$ cat config.mk
export PLATFORM = sky130hd
export DESIGN_NAME = fl_manager
export DESIGN_NICKNAME = d
export VERILOG_FILES = /design/src/rtl/fl_manager.sv
export SDC_FILE = /design/constraint.sdc
export NUM_CORES = 1
export LEC_CHECK = 0
export ABC_AREA = 1
export CAP_MARGIN = 15
export CORE_ASPECT_RATIO = 1.5
export CORE_MARGIN = 2
export CORE_UTILIZATION = 32
export DETAILED_ROUTE_END_ITERATION = 8
export PLACE_DENSITY_LB_ADDON = 0.25
export SKIP_CTS_REPAIR_TIMING = 1
export SYNTH_ARGS = -nofsm -noshare
export SYNTH_HDL_FRONTEND = slang
export SYNTH_SLANG_ARGS = --single-unit
$ cat constraint.sdc
create_clock -name clk -period 9.9 [get_ports clk]
set_input_delay 1.485 -clock clk [delete_from_list [all_inputs] [get_ports clk]]
set_output_delay 1.485 -clock clk [all_outputs]
set_load 0.02 [all_outputs]
$ cat src/rtl/fl_manager.sv
// Free-list manager for the shared packet buffer: circular FIFO of free block
// indices with an allocation bitmap that rejects illegal frees.
module fl_manager #(
    parameter int unsigned NUM_BLOCKS = 64,
    parameter int unsigned ADDR_W     = $clog2(NUM_BLOCKS)
) (
    input  logic              clk,
    input  logic              rst,
    input  logic              fl_alloc_req_i,
    output logic              fl_alloc_gnt_o,
    output logic [ADDR_W-1:0] fl_alloc_block_idx_o,
    input  logic              free_req_i,
    input  logic [ADDR_W-1:0] free_block_idx_i,
    output logic              init_done_o,
    output logic [ADDR_W:0]   free_count_o,
    output logic              free_err_o
);

    localparam int unsigned CNT_W = ADDR_W + 1;

    localparam logic [0:0] ST_INIT  = 1'b0;
    localparam logic [0:0] ST_READY = 1'b1;

    localparam logic [ADDR_W-1:0] LAST_IDX = ADDR_W'(NUM_BLOCKS - 1);

    logic [0:0]            state;
    logic [0:0]            state_nxt;
    logic [ADDR_W-1:0]     init_cnt;
    logic [ADDR_W-1:0]     rd_ptr;
    logic [ADDR_W-1:0]     wr_ptr;
    logic [NUM_BLOCKS-1:0] bitmap;
    logic [ADDR_W-1:0]     fifo_mem [NUM_BLOCKS];

    logic                  pop;
    logic                  push;
    logic                  err;
    logic                  free_ok;
    logic                  mem_we;
    logic [ADDR_W-1:0]     mem_waddr;
    logic [ADDR_W-1:0]     mem_wdata;
    logic [ADDR_W-1:0]     head_idx;

    function automatic logic [ADDR_W-1:0] ptr_inc(input logic [ADDR_W-1:0] p);
        return (p == LAST_IDX) ? '0 : p + 1'b1;
    endfunction

    assign head_idx = fifo_mem[rd_ptr];
    assign free_ok  = (CNT_W'(free_block_idx_i) < CNT_W'(NUM_BLOCKS)) && bitmap[free_block_idx_i];

    // Next-state and per-cycle push/pop/error decisions
    always_comb begin
        state_nxt = state;
        pop       = 1'b0;
        push      = 1'b0;
        err       = 1'b0;
        case (state)
            ST_INIT: begin
                err = free_req_i;
                if (init_cnt == LAST_IDX) begin
                    state_nxt = ST_READY;
                end
            end
            ST_READY: begin
                pop = fl_alloc_req_i && (free_count_o != '0);
                if (free_req_i) begin
                    if (free_ok) begin
                        push = 1'b1;
                    end else begin
                        err = 1'b1;
                    end
                end
            end
            default: state_nxt = ST_INIT;
        endcase
    end

    // Single FIFO write port shared by initial population and frees
    always_comb begin
        mem_we    = 1'b0;
        mem_waddr = wr_ptr;
        mem_wdata = free_block_idx_i;
        if (!rst) begin
            if (state == ST_INIT) begin
                mem_we    = 1'b1;
                mem_waddr = init_cnt;
                mem_wdata = init_cnt;
            end else if (push) begin
                mem_we = 1'b1;
            end
        end
    end

    always_ff @(posedge clk) begin
        if (mem_we) begin
            fifo_mem[mem_waddr] <= mem_wdata;
        end
    end

    always_ff @(posedge clk) begin
        if (rst) begin
            state                <= ST_INIT;
            init_cnt             <= '0;
            rd_ptr               <= '0;
            wr_ptr               <= '0;
            bitmap               <= '0;
            fl_alloc_gnt_o       <= 1'b0;
            fl_alloc_block_idx_o <= '0;
            init_done_o          <= 1'b0;
            free_count_o         <= '0;
            free_err_o           <= 1'b0;
        end else begin
            state          <= state_nxt;
            init_done_o    <= (state == ST_READY);
            free_err_o     <= err;
            fl_alloc_gnt_o <= pop;

            if (state == ST_INIT) begin
                init_cnt     <= ptr_inc(init_cnt);
                free_count_o <= free_count_o + 1'b1;
            end else begin
                free_count_o <= free_count_o + CNT_W'(push) - CNT_W'(pop);
            end

            if (pop) begin
                fl_alloc_block_idx_o <= head_idx;
                rd_ptr               <= ptr_inc(rd_ptr);
                bitmap[head_idx]     <= 1'b1;
            end

            // A grantable block is never allocated, so push and pop never touch the same bit
            if (push) begin
                wr_ptr                   <= ptr_inc(wr_ptr);
                bitmap[free_block_idx_i] <= 1'b0;
            end
        end
    end

    // Every block is either in the free list or marked allocated
    always_ff @(posedge clk) begin
        if (!rst && state == ST_READY) begin
            assert ((32'(free_count_o) + 32'($countones(bitmap))) == 32'(NUM_BLOCKS));
        end
    end

endmodule
; After elaboration in Yosys (flattened, before gate mapping)
; Memory sizes are Yosys's and may differ from the RTL's. A register that Yosys moved wholly into a read port is not among the register bits.
; Cells that the tools add are included.
; W data, S select, Z words.
[totals]
reg_bits = 99
output_inout_bits = 16
in_bits = 10
ramBits = 384
wordCells = 65
memories = 1
[op_classes]
bitwise_logic = 4
magnitude_cmp = 4
mux = 33
n_reduce_logical = 4
n_addsub = 6
n_eq_ne = 3
[mem_list]
columns = memory, depth, word_bits, read_ports, rd_clocked_by_memory_dff, write_ports, line
row1 = fifo_mem, 64, 6, 1, 1, 1, 32  ; logic [ADDR_W-1:0] fifo_mem [NUM_BLOCKS];
[ops]
columns = operator, n
row1 = $mux W64, 3
row2 = $and A64 B64 Y64, 1
row3 = $not A64 Y64, 1
row4 = $or A64 B64 Y64, 1
row5 = $mux W6, 9
row6 = $add A6 B1 Y6 const B, 3
row7 = $eq A6 B6 Y1 const B, 3
row8 = $mux W1, 16
row9 = $lt A6 B7 Y1 const B, 2
row10 = $demux W1 S6, 2
row11 = $ge A6 B1 Y1 const B, 2
row12 = $add A7 B1 Y7, 1
row13 = $add A7 B1 Y7 const B, 1
row14 = $mux W7, 1
row15 = $reduce_bool A7 Y1, 1
row16 = $sub A7 B1 Y7, 1
row17 = $bmux W1 S6, 1
row18 = $logic_and A1 B1 Y1, 3
row19 = $pmux W1 S2, 1
row20 = $not A1 Y1, 1

; Longest topological paths before layout
[logic_depth]
ltp_word = 10
mapped_depth = 27

; Least setup slack after synthesis
; No wires, ideal clock.
[synth_timing]
kind = input to register
start = input free_block_idx_i[2]
end = memory fifo_mem[0][2] (netlist bit) (data pin)
required_time_ps = 9198
arrival_ps = 4430
stages = 4
path_slack_ps = 4768
path_cell_list = buf_4 > inv_2 > clkbuf_1 > o21ai_0
[synth_between]
elab_chain_len = 2
[synth_rtl]
columns = element, line
row1 = start: declaration, 13  ; input logic [ADDR_W-1:0] free_block_idx_i,
row2 = $mux W6, 83  ; if (state == ST_INIT) begin
row3 = $mux W6 *, 82  ; if (!rst) begin
row4 = via mem_wdata[2], 40  ; logic [ADDR_W-1:0] mem_wdata;
row5 = end: declaration, 32
; The timed path passes the listed nets; every way through them passes the cells marked *.

; Final worst setup path
[layout_timing]
start = input free_block_idx_i[0]
end = register free_count_o[6]
[layout_between]
elab_chain_len = 8
[layout_rtl]
columns = element, line
row1 = $bmux W1 S6, 48  ; assign free_ok = (CNT_W'(free_block_idx_i) < CNT_W'(NUM_BLOCKS)) && bitmap[free_block_idx_i];
row2 = $mux W1 (not written as such), 48
row3 = $mux W1, 66  ; if (free_ok) begin
row4 = $mux W1, 65  ; if (free_req_i) begin
row5 = $mux W1, 56  ; case (state)
row6 = $add A7 B1 Y7, 121  ; free_count_o <= free_count_o + CNT_W'(push) - CNT_W'(pop);
row7 = $sub A7 B1 Y7, 121
row8 = $mux W7, 117  ; if (state == ST_INIT) begin
row9 = end signal: assignment, 119  ; free_count_o <= free_count_o + 1'b1;
row10 = end signal: assignment, 121
row11 = end: declaration, 15  ; output logic [ADDR_W:0] free_count_o,
; Every way passes these cells. The select of a mux whose other input is x is not followed.
; A chain may end at the register's enable or synchronous reset.

==> reports/results.tsv <==
stage	metric	value	unit
run_status	status	finished clean	
detailed_routing	drt-total-wl	59.9	mm
setup_path	cp-end-kind	register	
synthesis	synth-compound-area-share	5.12	%
pwr	p_sw	0.000909	W
clocking	clk_pin_slew	0.06	ns
detailed_routing	ant_nets	0	
pwr	clkPwrFrac	44.1	%
setup_path	rr_endpoint	bitmap[29]$_SDFF_PP0_	
finish	areaGrowthSynthToFinish	12.4	%
pwr	ir_drop	0.000144	V
placed_design	gp_congestion	0.864	
pwr	power.leakage	8.46	nW
pwr	totalPowerFinal	0.00427	W
finish	antenna_cells	0	
detailed_routing	drc_errors	0	
synthesis	largest_family_of_logic_cells_by_synthesized_area	simple AND/OR/NAND/NOR gates	
synthesis	netlist_instances	2185	
setup_path	crit_path_max_fanout	48	
global_routing	grt_antenna_before_repair	0	
floorplanning	die_height	321	um
clocking	clock_buffers_created_by_tritoncts	46	
pwr	power_frac_comb	3.7	%
global_routing	grt_first_pass_wirelength	91.1	mm
min_path	worst_hold_path.num_cells	2	
placed_design	port_buffers	25	
timing	final.period_utilization	58.2	%
detailed_routing	firstDrtPassIters	7	
floorplanning	core_area	66500	sq um
global_routing	grt.overflow.total	0	
min_path	capture_endpoint_of_the_worst_hold_path	bitmap[54]$_SDFF_PP0_	
floorplanning	std_cell_rows	116	
synthesis	synth_nets	2214	
finish	filler_cell_count	6814	
pwr	power_report.internal_total	0.00336	W
timing	grt_setup_unrepaired	false	
clocking	cts_sinks	489	
detailed_routing	wire_per_inst	19.4	um
synthesis	synth_xor_area_share	0.491	%
setup_path	startpoint_type	primary input	
detailed_routing	routed-via-count	15300	
timing	max_clock_freq	174	MHz
placed_design	dp.final_hpwl	38.1	mm
setup_path	reg2reg_setup_slack	5.55	ns
run	cap_viol_max_count	0	
floorplanning	initial_utilization	32.2	%
pwr	pwr_dens	178	nW/um^2
pwr	switching_share	21.3	%
synthesis	yosys_register_bits	489	
synthesis	synthDistinctLibCells	39	
synthesis	synth_area	21400	sq um
pwr	share_seq_of_total_power	52.2	%
setup_path	criticalPathCategory	primary input to register	
synthesis	yosys.area_share.adder	1.15	%
finish	final_layout_size_suffix_gt1_share	6.58	%
synthesis	synth.area.mux_share	0	%
detailed_routing	drt-initial-drc-count	1043	
timing	worst_pin_slew	1.07	ns
timing	totalNegativeSetupSlack	0	ns
synthesis	syn-mean-instance-area	9.79	sq um
clocking	root_buffer	sky130_fd_sc_hd__clkbuf_16	
min_path	timing.hold.worst.class	register to register	
setup_path	rr_worst_depth	15	
clocking	clock_insertion_delay_worst_skew	0.57	ns
timing	final_critical_path_time_including_i_o_delays_and_setup	5.76	ns
synthesis	synth_simple_gate_area_share	25.4	%
detailed_routing	avgViaCountPerCell	4.95	
global_routing	grtUsageTotal	17.3	%
timing	final-hold-violation-count	0	
timing	setup-violations-final	0	
finish	nNetsFinal	2195	
synthesis	yosys_warnings	0	
global_routing	maximum_number_of_pins_on_one_net_before_global_route_repair	110	
timing	skew_final	0.0277	ns
timing	final_max_slew_viol_count	0	
synthesis	synth.yosys.seq_area_share	63.7	%
timing	timing.max_slew.rel_slack	28.0	%
min_path	hold_path.startpoint	bitmap[54]$_SDFF_PP0_	
clocking	tritoncts_clock_tree	yes	
floorplanning	die-width	215	um
setup_path	timing.critical_path.arrival	6.22	ns
global_routing	first_global_vias	15200	
floorplanning	design.die.area	69000	sq um
floorplanning	pin_count	26	
clocking	clock_tree.buffer_depth	3	
setup_path	worstPathRequired	10.36	ns
clocking	htreeDepth	2	
-- cells in the mapped netlist, drive strengths merged --
| cell type | number | area, sq um |
|---|---|---|
| fa | 1 | 20.0 |
| a21oi | 89 | 453 |
| nor3 | 17 | 100 |
| xor2 | 11 | 96.3 |
| nand4 | 19 | 239 |
| nand3 | 349 | 1760 |
| a211oi | 1 | 7.51 |
| xnor2 | 1 | 8.76 |
| dfxtp | 105 | 2100 |
| o211ai | 6 | 45.0 |
| edfxtp | 384 | 11500 |
| o21a | 1 | 7.51 |
| o32ai | 1 | 8.76 |
| o21ai | 101 | 505 |
| and3 | 1 | 6.26 |
| o21bai | 5 | 37.5 |
| nor2 | 198 | 781 |
| inv | 90 | 340 |
| nand2 | 670 | 2540 |
| a22o | 1 | 8.76 |
| ha | 18 | 225 |
| and2 | 2 | 12.5 |
| buf | 86 | 453 |
| a22oi | 1 | 7.51 |
| o31ai | 2 | 15.0 |
| clkbuf | 25 | 93.8 |
-- cell type report --
cell class                      count  area, sq um  area share [%]
Timing Repair Buffer               44          413            1.72
Multi-Input combinational cell   1495         6950            28.9
Clock inverter                     25          350            1.46
Clock buffer                       61         1250            5.20
Sequential cell                   489        13600            56.7
Inverter                           90          343            1.43
Tap cell                          885         1110            4.60
-- power by group through the flow --
stage	sequential (W)	combinational, W	clock [W]
global placement	0.00228	0.000157	0
finish	0.00223	0.000158	0.00188
global route	0.00223	0.000173	0.00199
detailed placement	0.00228	0.000159	0
CTS	0.00223	0.000160	0.00193
floorplan	0.00228	0.0000877	0
-- through the flow --
| step | setup slack (ns) | instances | hold slack [ns] | util, % | instance area [sq um] |
|---|---|---|---|---|---|
| floorplan | 4.77 | 2185 | 0.428 | - | 21400 |
| global placement | 3.61 | 3002 | 0.445 | 33.7 | 22400 |
| detailed placement | 3.57 | 3002 | 0.445 | 33.7 | 22400 |
| CTS | 4.17 | 3088 | 0.455 | 36.2 | 24000 |
| global route | 3.53 | 3089 | 0.488 | 36.2 | 24100 |
| finish | 4.14 | 3089 | 0.455 | 36.2 | 24100 |
-- worst max-delay path, cell delays in order --
cell                              delay, ns
sky130_fd_sc_hd__clkdlybuf4s50_1       0.46
sky130_fd_sc_hd__buf_4                 0.40
sky130_fd_sc_hd__inv_1                 0.50
sky130_fd_sc_hd__nor3_1                0.38
sky130_fd_sc_hd__nand2_1               0.08
sky130_fd_sc_hd__nand2_1               0.07
sky130_fd_sc_hd__inv_1                 0.04
sky130_fd_sc_hd__nand3_1               0.06
sky130_fd_sc_hd__nand2_1               0.05
sky130_fd_sc_hd__nand2_1               0.07
sky130_fd_sc_hd__nor2_1                0.06
sky130_fd_sc_hd__nand2_4               0.13
sky130_fd_sc_hd__nand3_2               0.47
sky130_fd_sc_hd__ha_1                  0.49
sky130_fd_sc_hd__inv_1                 0.06
sky130_fd_sc_hd__ha_1                  0.17
sky130_fd_sc_hd__fa_1                  0.21
sky130_fd_sc_hd__inv_1                 0.05
sky130_fd_sc_hd__o31ai_1               0.27
sky130_fd_sc_hd__inv_1                 0.07
sky130_fd_sc_hd__nor2_1                0.13
sky130_fd_sc_hd__nor2_1                0.06
sky130_fd_sc_hd__nor2_1                0.10
sky130_fd_sc_hd__nor2_1                0.06
sky130_fd_sc_hd__o21ai_0               0.15
sky130_fd_sc_hd__o21ai_0               0.09
-- state kept, by name, indices dropped and copies added, names as in the netlist, named ones only --
signal and count:
fifo_mem 384, bitmap 64, free_count_o 7, fl_alloc_block_idx_o 6, init_cnt 6, rd_ptr 6
wr_ptr 6, fl_alloc_gnt_o 1, free_err_o 1, init_done_o 1, state 1
-- per-layer routing --
layer / vias up / global-route usage, % / part of all wire (%)
met4: 0 / 9.13 / 5.6
met2: 379 / 32.1 / 52
li1: 7431 / - / -
met1: 7330 / 19.2 / 39
met3: 148 / 1.93 / 3.5
met5: - / 0 / 0
-- worst max-delay path by stage --
stage	to	depth (start not counted)	start
6_report	free_count_o[6]$_SDFF_PP0_	26	free_block_idx_i[0]
5_1_grt	free_count_o[6]$_SDFF_PP0_	27	free_block_idx_i[0]
4_1_cts	free_count_o[6]$_SDFF_PP0_	23	free_block_idx_i[1]
3_5_place_dp	free_count_o[6]$_SDFF_PP0_	23	free_block_idx_i[1]
3_3_place_gp	free_count_o[6]$_SDFF_PP0_	26	free_block_idx_i[0]
2_1_floorplan	fifo_mem[0][2]$_DFFE_PP_	4	free_block_idx_i[2]
-- cells by family (layout without fill, tap and decap cells) --
kind of cell,after synthesis,in the layout
buffers and inverters,201,220
adder cells (fa/ha/maj),19,19
XOR/XNOR,12,12
AND/OR/NAND/NOR,1256,1256
AO/OA/AOI/OAI,208,208
flip-flops,489,489
-- placed cells by master (no fill, tap or decap), types with 8 or more instances in the layout --
master / Yosys / final
sky130_fd_sc_hd__buf_4: 18 / 18
sky130_fd_sc_hd__o21ai_0: 97 / 96
sky130_fd_sc_hd__nand4_1: 11 / 11
sky130_fd_sc_hd__ha_1: 18 / 18
sky130_fd_sc_hd__inv_2: 13 / 12
sky130_fd_sc_hd__clkbuf_16: 0 / 46
sky130_fd_sc_hd__nor2_1: 189 / 188
sky130_fd_sc_hd__dfxtp_1: 105 / 102
sky130_fd_sc_hd__xor2_1: 11 / 11
sky130_fd_sc_hd__nor3_1: 14 / 14
sky130_fd_sc_hd__clkdlybuf4s50_1: 0 / 25
sky130_fd_sc_hd__inv_1: 76 / 75
sky130_fd_sc_hd__bufinv_16: 0 / 8
sky130_fd_sc_hd__nand4_4: 8 / 8
sky130_fd_sc_hd__nand3_1: 347 / 347
sky130_fd_sc_hd__a21oi_1: 87 / 87
sky130_fd_sc_hd__nand2_1: 664 / 664
sky130_fd_sc_hd__clkbuf_1: 25 / 10
sky130_fd_sc_hd__edfxtp_1: 384 / 384
Note: power is estimated with default switching activity, not from simulation.
